===== config.mk =====
export PLATFORM = sky130hd
export DESIGN_NAME = shifter_iter_flat
export DESIGN_NICKNAME = d
export VERILOG_FILES = /design/src/rtl/shifter_iter_if.sv /design/src/rtl/shifter_iter.sv /design/src/flat_wrapper.sv
export SDC_FILE = /design/constraint.sdc
export NUM_CORES = 1
export LEC_CHECK = 0
export ABC_AREA = 0
export BUFFER_PORTS_ARGS = -buffer_cell sky130_fd_sc_hd__buf_2
export CORE_ASPECT_RATIO = 1.4
export CORE_MARGIN = 1.5
export CORE_UTILIZATION = 35
export DETAILED_ROUTE_END_ITERATION = 8
export PLACE_DENSITY = 0.53
export SLEW_MARGIN = 30
export SYNTH_ARGS = -nofsm -noshare
export SYNTH_HDL_FRONTEND = slang
export SYNTH_SLANG_ARGS = --single-unit

===== constraint.sdc =====
create_clock -name clk -period 1.6 [get_ports clk]
set_input_delay 0.24 -clock clk [delete_from_list [all_inputs] [get_ports clk]]
set_output_delay 0.24 -clock clk [all_outputs]
set_load 0.05 [all_outputs]

===== src/rtl/shifter_iter_if.sv =====
// Start/done handshake bundle for the iterative shifter.
// The requester drives through master; the shifter attaches through slave.
interface shifter_iter_if #(
    parameter int N = 16,
    parameter int C = 4
);
    logic         start;
    logic [N-1:0] In;
    logic [C-1:0] Cnt;
    logic [1:0]   Op;
    logic         BTR;
    logic         busy;
    logic         done;
    logic [N-1:0] Out;

    modport master (output start, In, Cnt, Op, BTR, input busy, done, Out);
    modport slave  (input start, In, Cnt, Op, BTR, output busy, done, Out);
endinterface


===== src/rtl/shifter_iter.sv =====
// Iterative shifter/rotator: moves one bit per clock, or up to four per clock
// when SHIFTER_ITER_RADIX4_EN is defined. Results always match the barrel shifter.
//
//   state | meaning
//   IDLE  | waiting for start; operand and count loaded on acceptance
//   SHIFT | Out moves by amt each cycle while the count runs down
//   DONE  | done pulse for one cycle, Out holds
module shifter_iter #(
    parameter int N = 16,
    parameter int C = 4
) (
    input logic           clk,
    input logic           rst_n,
    shifter_iter_if.slave bus
);

    typedef enum logic [1:0] {
        IDLE  = 2'd0,
        SHIFT = 2'd1,
        DONE  = 2'd2
    } state_t;

    state_t       state;
    logic [N-1:0] out_q;
    logic [C-1:0] count;
    logic [C-1:0] amt;
    logic [1:0]   op_q;
    logic         busy_q;
    logic         done_q;

`ifdef SHIFTER_ITER_RADIX4_EN
    assign amt = (count > C'(4)) ? C'(4) : count;
`else
    assign amt = C'(1);
`endif

    function automatic logic [N-1:0] bit_rev(input logic [N-1:0] v);
        logic [N-1:0] r;
        for (int i = 0; i < N; i++) r[i] = v[N-1-i];
        return r;
    endfunction

    // amt is never zero in SHIFT, so the complementary shift by N-amt stays in range
    function automatic logic [N-1:0] step(input logic [N-1:0] v,
                                          input logic [1:0]   op,
                                          input logic [C-1:0] s);
        int a;
        a = int'(s);
        case (op)
            2'b00:   return (v << a) | (v >> (N - a));
            2'b01:   return v << a;
            2'b10:   return (v >> a) | (v << (N - a));
            default: return v >> a;
        endcase
    endfunction

    always_ff @(posedge clk or negedge rst_n) begin
        if (!rst_n) begin
            state  <= IDLE;
            out_q  <= '0;
            count  <= '0;
            op_q   <= 2'b00;
            busy_q <= 1'b0;
            done_q <= 1'b0;
        end else begin
            case (state)
                IDLE: begin
                    done_q <= 1'b0;
                    if (bus.start) begin
                        op_q   <= bus.Op;
                        busy_q <= 1'b1;
                        if (bus.BTR) begin
                            out_q <= bit_rev(bus.In);
                            count <= '0;
                        end else begin
                            out_q <= bus.In;
                            count <= bus.Cnt;
                        end
                        if (bus.BTR || bus.Cnt == '0) begin
                            state  <= DONE;
                            done_q <= 1'b1;
                        end else begin
                            state  <= SHIFT;
                        end
                    end
                end
                SHIFT: begin
                    out_q <= step(out_q, op_q, amt);
                    count <= count - amt;
                    if (count == amt) begin
                        state  <= DONE;
                        done_q <= 1'b1;
                    end
                end
                DONE: begin
                    state  <= IDLE;
                    busy_q <= 1'b0;
                    done_q <= 1'b0;
                end
                default: begin
                    state  <= IDLE;
                    busy_q <= 1'b0;
                    done_q <= 1'b0;
                end
            endcase
        end
    end

    assign bus.Out  = out_q;
    assign bus.busy = busy_q;
    assign bus.done = done_q;

endmodule


===== src/flat_wrapper.sv =====
// flat-port wrapper written by rule: the top's interface ports become plain ports
module shifter_iter_flat 
#(
    parameter int N = 16,
    parameter int C = 4
)
  (clk, rst_n, bus_start, bus_In, bus_Cnt, bus_Op, bus_BTR, bus_busy, bus_done, bus_Out);
  shifter_iter_if #(.N(N), .C(C)) bus_i ();
  input logic clk;
  input logic rst_n;
  input wire logic [$bits(bus_i.start)-1:0] bus_start;
  input wire logic [$bits(bus_i.In)-1:0] bus_In;
  input wire logic [$bits(bus_i.Cnt)-1:0] bus_Cnt;
  input wire logic [$bits(bus_i.Op)-1:0] bus_Op;
  input wire logic [$bits(bus_i.BTR)-1:0] bus_BTR;
  output wire logic [$bits(bus_i.busy)-1:0] bus_busy;
  output wire logic [$bits(bus_i.done)-1:0] bus_done;
  output wire logic [$bits(bus_i.Out)-1:0] bus_Out;
  assign bus_i.start = bus_start;
  assign bus_i.In = bus_In;
  assign bus_i.Cnt = bus_Cnt;
  assign bus_i.Op = bus_Op;
  assign bus_i.BTR = bus_BTR;
  assign bus_busy = bus_i.busy;
  assign bus_done = bus_i.done;
  assign bus_Out = bus_i.Out;
  shifter_iter #(.N(N), .C(C)) u_core (.clk(clk), .rst_n(rst_n), .bus(bus_i));
endmodule

======== After elaboration in Yosys (flattened, before gate mapping) ========
Cells that the tools add are included.
word-level totals
  register bits after elaboration ......... 26
  input port bits ......................... 26
  output and inout port bits .............. 18
operators by class
  add/subtract/negate cells ............... 1
  equality and inequality tests ........... 6
  mux-type cells .......................... 17
  bitwise operators ....................... 3
  reductions and logical operators ........ 9
operators by type and width
  kind                   count
  $pmux W16 S3           1
  $mux W16               2
  $pmux W16 S2           1
  $or A15 B16 Y16        1
  $or A16 B1 Y16         1
  $mux W4                2
  $pmux W4 S2            1
  $reduce_and A2 Y1      4
  $mux W2                3
  $eq A2 B1 Y1 const B   2
  $eq A4 B1 Y1 const B   1
  $logic_not A2 Y1       2
  $logic_not A4 Y1       1
  $mux W1                4
  $pmux W1 S2            2
  $pmux W2 S2            1
  $sub A4 B1 Y4 const B  1
  $eq A2 B2 Y1 const B   1
  $ne A2 B1 Y1 const B   1
  $ne A2 B2 Y1 const B   1
  $reduce_bool A2 Y1     1
  $logic_or A1 B1 Y1     1
  $not A1 Y1             1

======== Depth between registers and ports, before layout ========
  depth in word-level cells ............... 5
  mapped depth ............................ 6
  gate-level depth less buffers ........... 5

======== Worst setup path after synthesis ========
OpenSTA, ideal clock, no wires.
  kind .................................... register to register
  start point ............................. register u_core.state[0]
  end point ............................... register u_core.op_q[0]
  setup time .............................. 0.128 ns
  arrival ................................. 1.148 ns
  setup slack ............................. 0.325 ns
  stages on the path, launching flop included .. 5
  period minus slack after synthesis ...... 1.275 ns
  cells stage by stage .................... dfrtp_1 > buf_2 > nand2b_1 > nor2_1 > mux2_1
between the ends
  longest elaborated chain between the ends .. 2
RTL lines
  element                      RTL line            RTL
  start, declared              shifter_iter.sv:23  state_t state;
  start signal, assigned       shifter_iter.sv:59  state <= IDLE;
  start signal, assigned       shifter_iter.sv:80  state <= DONE;
  start signal, assigned       shifter_iter.sv:83  state <= SHIFT;
  $logic_not A2 Y1             shifter_iter.sv:66  case (state)
  $reduce_and A2 Y1 (no line)  -
  end signal, assigned         shifter_iter.sv:70  op_q <= bus.Op;
  end, declared                shifter_iter.sv:27  logic [1:0] op_q;
Every way passes these cells.
A chain may end at the register's enable or synchronous reset.

======== Worst setup path in the final report ========
  start point ............................. register u_core.state[0]
  end point ............................... register u_core.out_q[15], in the netlist u_core.bus.Out[15]
between the ends
  longest elaborated chain between the ends .. 3
RTL lines
  element                                                              RTL line            RTL
  $eq A2 B1 Y1 / $logic_not A2 Y1 (equally long branches)              shifter_iter.sv:66
  $reduce_bool A2 Y1 (no line) / $ne A2 B2 Y1 (equally long branches)  -
  $reduce_and A2 Y1 (no line)                                          -
  end signal, assigned                                                 shifter_iter.sv:73  out_q <= bit_rev(bus.In);
  end signal, assigned                                                 shifter_iter.sv:76  out_q <= bus.In;
  end signal, assigned                                                 shifter_iter.sv:88  out_q <= step(out_q, op_q, amt);
  end, declared                                                        shifter_iter.sv:24  logic [N-1:0] out_q;
Parallel ways exist; a longest one is shown, timed or not.

==> impl_metrics.csv <==
group,metric,value,unit
finish,antenna_cells,0,
worst_setup_path,regToRegSetupSlack,200,ps
timing,worst_pin_slew,594,ps
yosys,post-synth-top-area-cell,"dfrtp_1",
finish,drive_gt1_share,35.4,%
yosys,syn_area_per_cell,9.87,µm²
global_routing,grt_max_degree,27,
global_routing,grt_pass1_vias,1485,
routing,ant_nets,0,
timing,fin_crit,1400,ps
timing,whs,178,ps
clock_network,cts_tree,"yes",
floorplan,initial_core_util,36.8,%
yosys,synth_area_leaders,"dfrtp_1 36%, nor2b_1 9.1%, a211oi_1 8.4%, a211oi_2 7.0%, o31ai_2 7.0%",
worst_setup_path,timing.rr.start,"u_core.state[0]$_DFFE_PN0P_",
worst_setup_path,worstSetupPathType,"flip-flop to flip-flop",
routing,routed-wl-met2,2200,µm
pwr,seq_power_share,28.8,%
pwr,p_switching,2380,µW
worst_setup_path,path_max_fanout,16,
timing,hold_viol_final,0,
yosys,synthAdderAreaFrac,1.39,%
yosys,synth_cells,182,
worst_setup_path,critPathCapture,"u_core.bus.Out[15]$_DFFE_PN0P_",
clock_network,cts.path.max_buffers,2,
global_routing,grt_antenna_before_repair,0,
routing,wl_per_cell,14.9,µm
routing,wirelength,4280,µm
yosys,yosysSeqAreaShare,36.2,%
floorplan,die_w,63.6,µm
floorplan,core,0.00488,mm²
finish,fin_area,0.00209,mm²
pwr,p_per_area,2160,mW/mm²
pwr,p_clk_share,8.2,%
timing,fmax,712,MHz
worst_setup_path,cp.arrival,1590,ps
clock_network,htreeDepth,1,
clock_network,clock-sinks,26,
worst_setup_path,r2r_cells,4,
routing,drtIter0Drc,37,
run_status,status,"completed",
yosys,synth_edf_count,0,
routing,dr.pass1.iters,4,
yosys,yosys_warnings,0,
floorplan,dieArea,0.00558,mm²
yosys,synth_cell_type_count,33,
timing,max_slew_margin,60.4,%
global_routing,grt_first_pass_wirelength,7200,µm
global_routing,grt-ovfl-total,0,
timing,skew,6.65,ps
run,cap_violations,0,
timing,setup_violations,0,
routing,viasPerCell,5.22,
timing,timing.final.crit_share,87.8,%
finish,mostFrequentLayoutCells,"43 x buf_2, 26 x nor2b_1, 26 x dfrtp_1",
yosys,synth_area,0.00180,mm²
yosys,yosysTopAreaCellShare,36.2,%
routing,route.detailed.drc,0,
finish,final_common_cell,"buf_2",
placement,portBuffers,43,
yosys,synth_top_family_by_area,"compound AO/OA/AOI/OAI gates",
routing,vias,1497,
global_routing,grtUsageTotal,16.4,%
clock_network,clk_latency,270,ps
worst_setup_path,endpoint_kind,"flip-flop",
pwr,intPower,2130,µW
clock_network,path_clk_slew,90,ps
pwr,p_comb_share,63.0,%
finish,nets,253,
yosys,synth_seq_cells,26,
yosys,synth.mux.area_fraction,1.25,%
pwr,p_sw_share,52.7,%
finish,fin_util,42.8,%
yosys,synth-compound-area-share,32.3,%
placement,gp_congestion,0.834,
placement,dp_hpwl,3380,µm
yosys,synthSimpleGateAreaFrac,20.4,%
finish,areaGrowthSynthToFinish,16.4,%
floorplan,dieHeight,87.8,µm
floorplan,io_pins,44,
worst_setup_path,r2r-end,"u_core.bus.Out[15]$_DFFE_PN0P_",
clock_network,numCtsBuffers,3,
yosys,syn_nets,210,
timing,rsz0062_at_grt,"no",
min_path,worstHoldPathType,"primary input to flip-flop",
routing,met3_wirelength,167,µm
yosys,ys_dominant_reg_cell,"dfrtp_1",
worst_setup_path,startpoint,"u_core.state[0]$_DFFE_PN0P_",
pwr,ir_worst_vdd,741,µV
floorplan,num_rows,30,
pwr,power_leakage,0.000886,µW
yosys,async_reset_ff_share,100,%
worst_setup_path,cp-start-kind,"flip-flop",
timing,finalSetupTns,0,ps
worst_setup_path,required,1790,ps
routing,wl_met1,1850,µm
yosys,synthXorXnorAreaFrac,0,%
routing,top_layer,"met4",
placement,post_dp_cell_area,0.00204,mm²
clock_network,root_buffer,"clkbuf_8",
timing,drv_slew,0,
-- repair_timing --
action,in CTS,in global routing
gates resized for setup,0,1
hold buffers,1,0
endpoints found under the setup margin,0,13
setup buffers,0,0
hold endpoints to repair,26,0
-- synthesized netlist by cell type (5+ instances only) --
master	n
dfrtp_1	26
nor2b_1	26
a211oi_1	20
nand2_1	18
a211oi_2	10
o31ai_2	10
buf_2	7
buf_6	7
and2b_1	6
inv_1	6
o31ai_1	6
nor2_1	5
-- registers in the layout (all words and copies together) (netlist names) --
signal	flops
u_core.bus.Out	16
u_core.count	4
u_core.op_q	2
u_core.state	2
u_core.bus.busy	1
u_core.bus.done	1
-- cell families (layout without fill, tap and decap cells) --
group,after synthesis,count (layout)
flops,26,26
buf+inv,22,63
compound gates,64,64
simple gates,66,66
fa+ha+maj,2,2
mux,2,2
-- how the worst min path moves through the flow --
stage | slack (ps) | endpoint | cells after the start | startpoint
after floorplan | -60 | u_core.bus.Out[0]$_DFFE_PN0P_ | 0 | rst_n
after global placement | 290 | u_core.op_q[0]$_DFFE_PN0P_ | 1 | rst_n
after detailed placement | 290 | u_core.op_q[0]$_DFFE_PN0P_ | 1 | rst_n
final | 180 | u_core.op_q[0]$_DFFE_PN0P_ | 2 | bus_Op[0]
after global routing | 180 | u_core.op_q[0]$_DFFE_PN0P_ | 2 | bus_Op[0]
after CTS | 170 | u_core.op_q[0]$_DFFE_PN0P_ | 2 | bus_Op[0]
-- power by group through the flow --
stage,Combinational [µW],Sequential [µW],Clock [µW]
floorplan,1580,2030,0
global placement,2850,1320,0
detailed placement,2870,1320,0
CTS,2870,1310,387
global route,3110,1360,416
finish,2840,1300,369
-- routing by layer --
| metal | track usage (%) | up-vias |
|---|---|---|
| met2 | 29.4 | 37 |
| met5 | 0 | - |
| met1 | 20.1 | 702 |
| li1 | - | 752 |
| met3 | 2.31 | 6 |
| met4 | 6.13 | 0 |
-- per-stage QoR --
step                      cells  setup WS, ps  power, µW
after global placement      283          97.3       4180
after CTS                   287          25.9       4570
after detailed placement    283          40.9       4180
after global routing        287          60.7       4890
final                       287           196       4510
after floorplan             182           325       3610
-- worst max-delay path, stage by stage, from the launching register on --
cell and delay, ps:
dfrtp_1 410, o21bai_2 440, buf_4 320, nand2_1 90, o31ai_2 60
-- final cells by class --
cell class              instances  area, µm²
fillers                       506       2790
inverters                       6       22.5
flip-flops and latches         26        651
clock buffers                   3       41.3
well taps                      64       80.1
repair buffers                 54        300
multi-input cells             134        996
No activity file was read; power rests on OpenSTA's default activity.
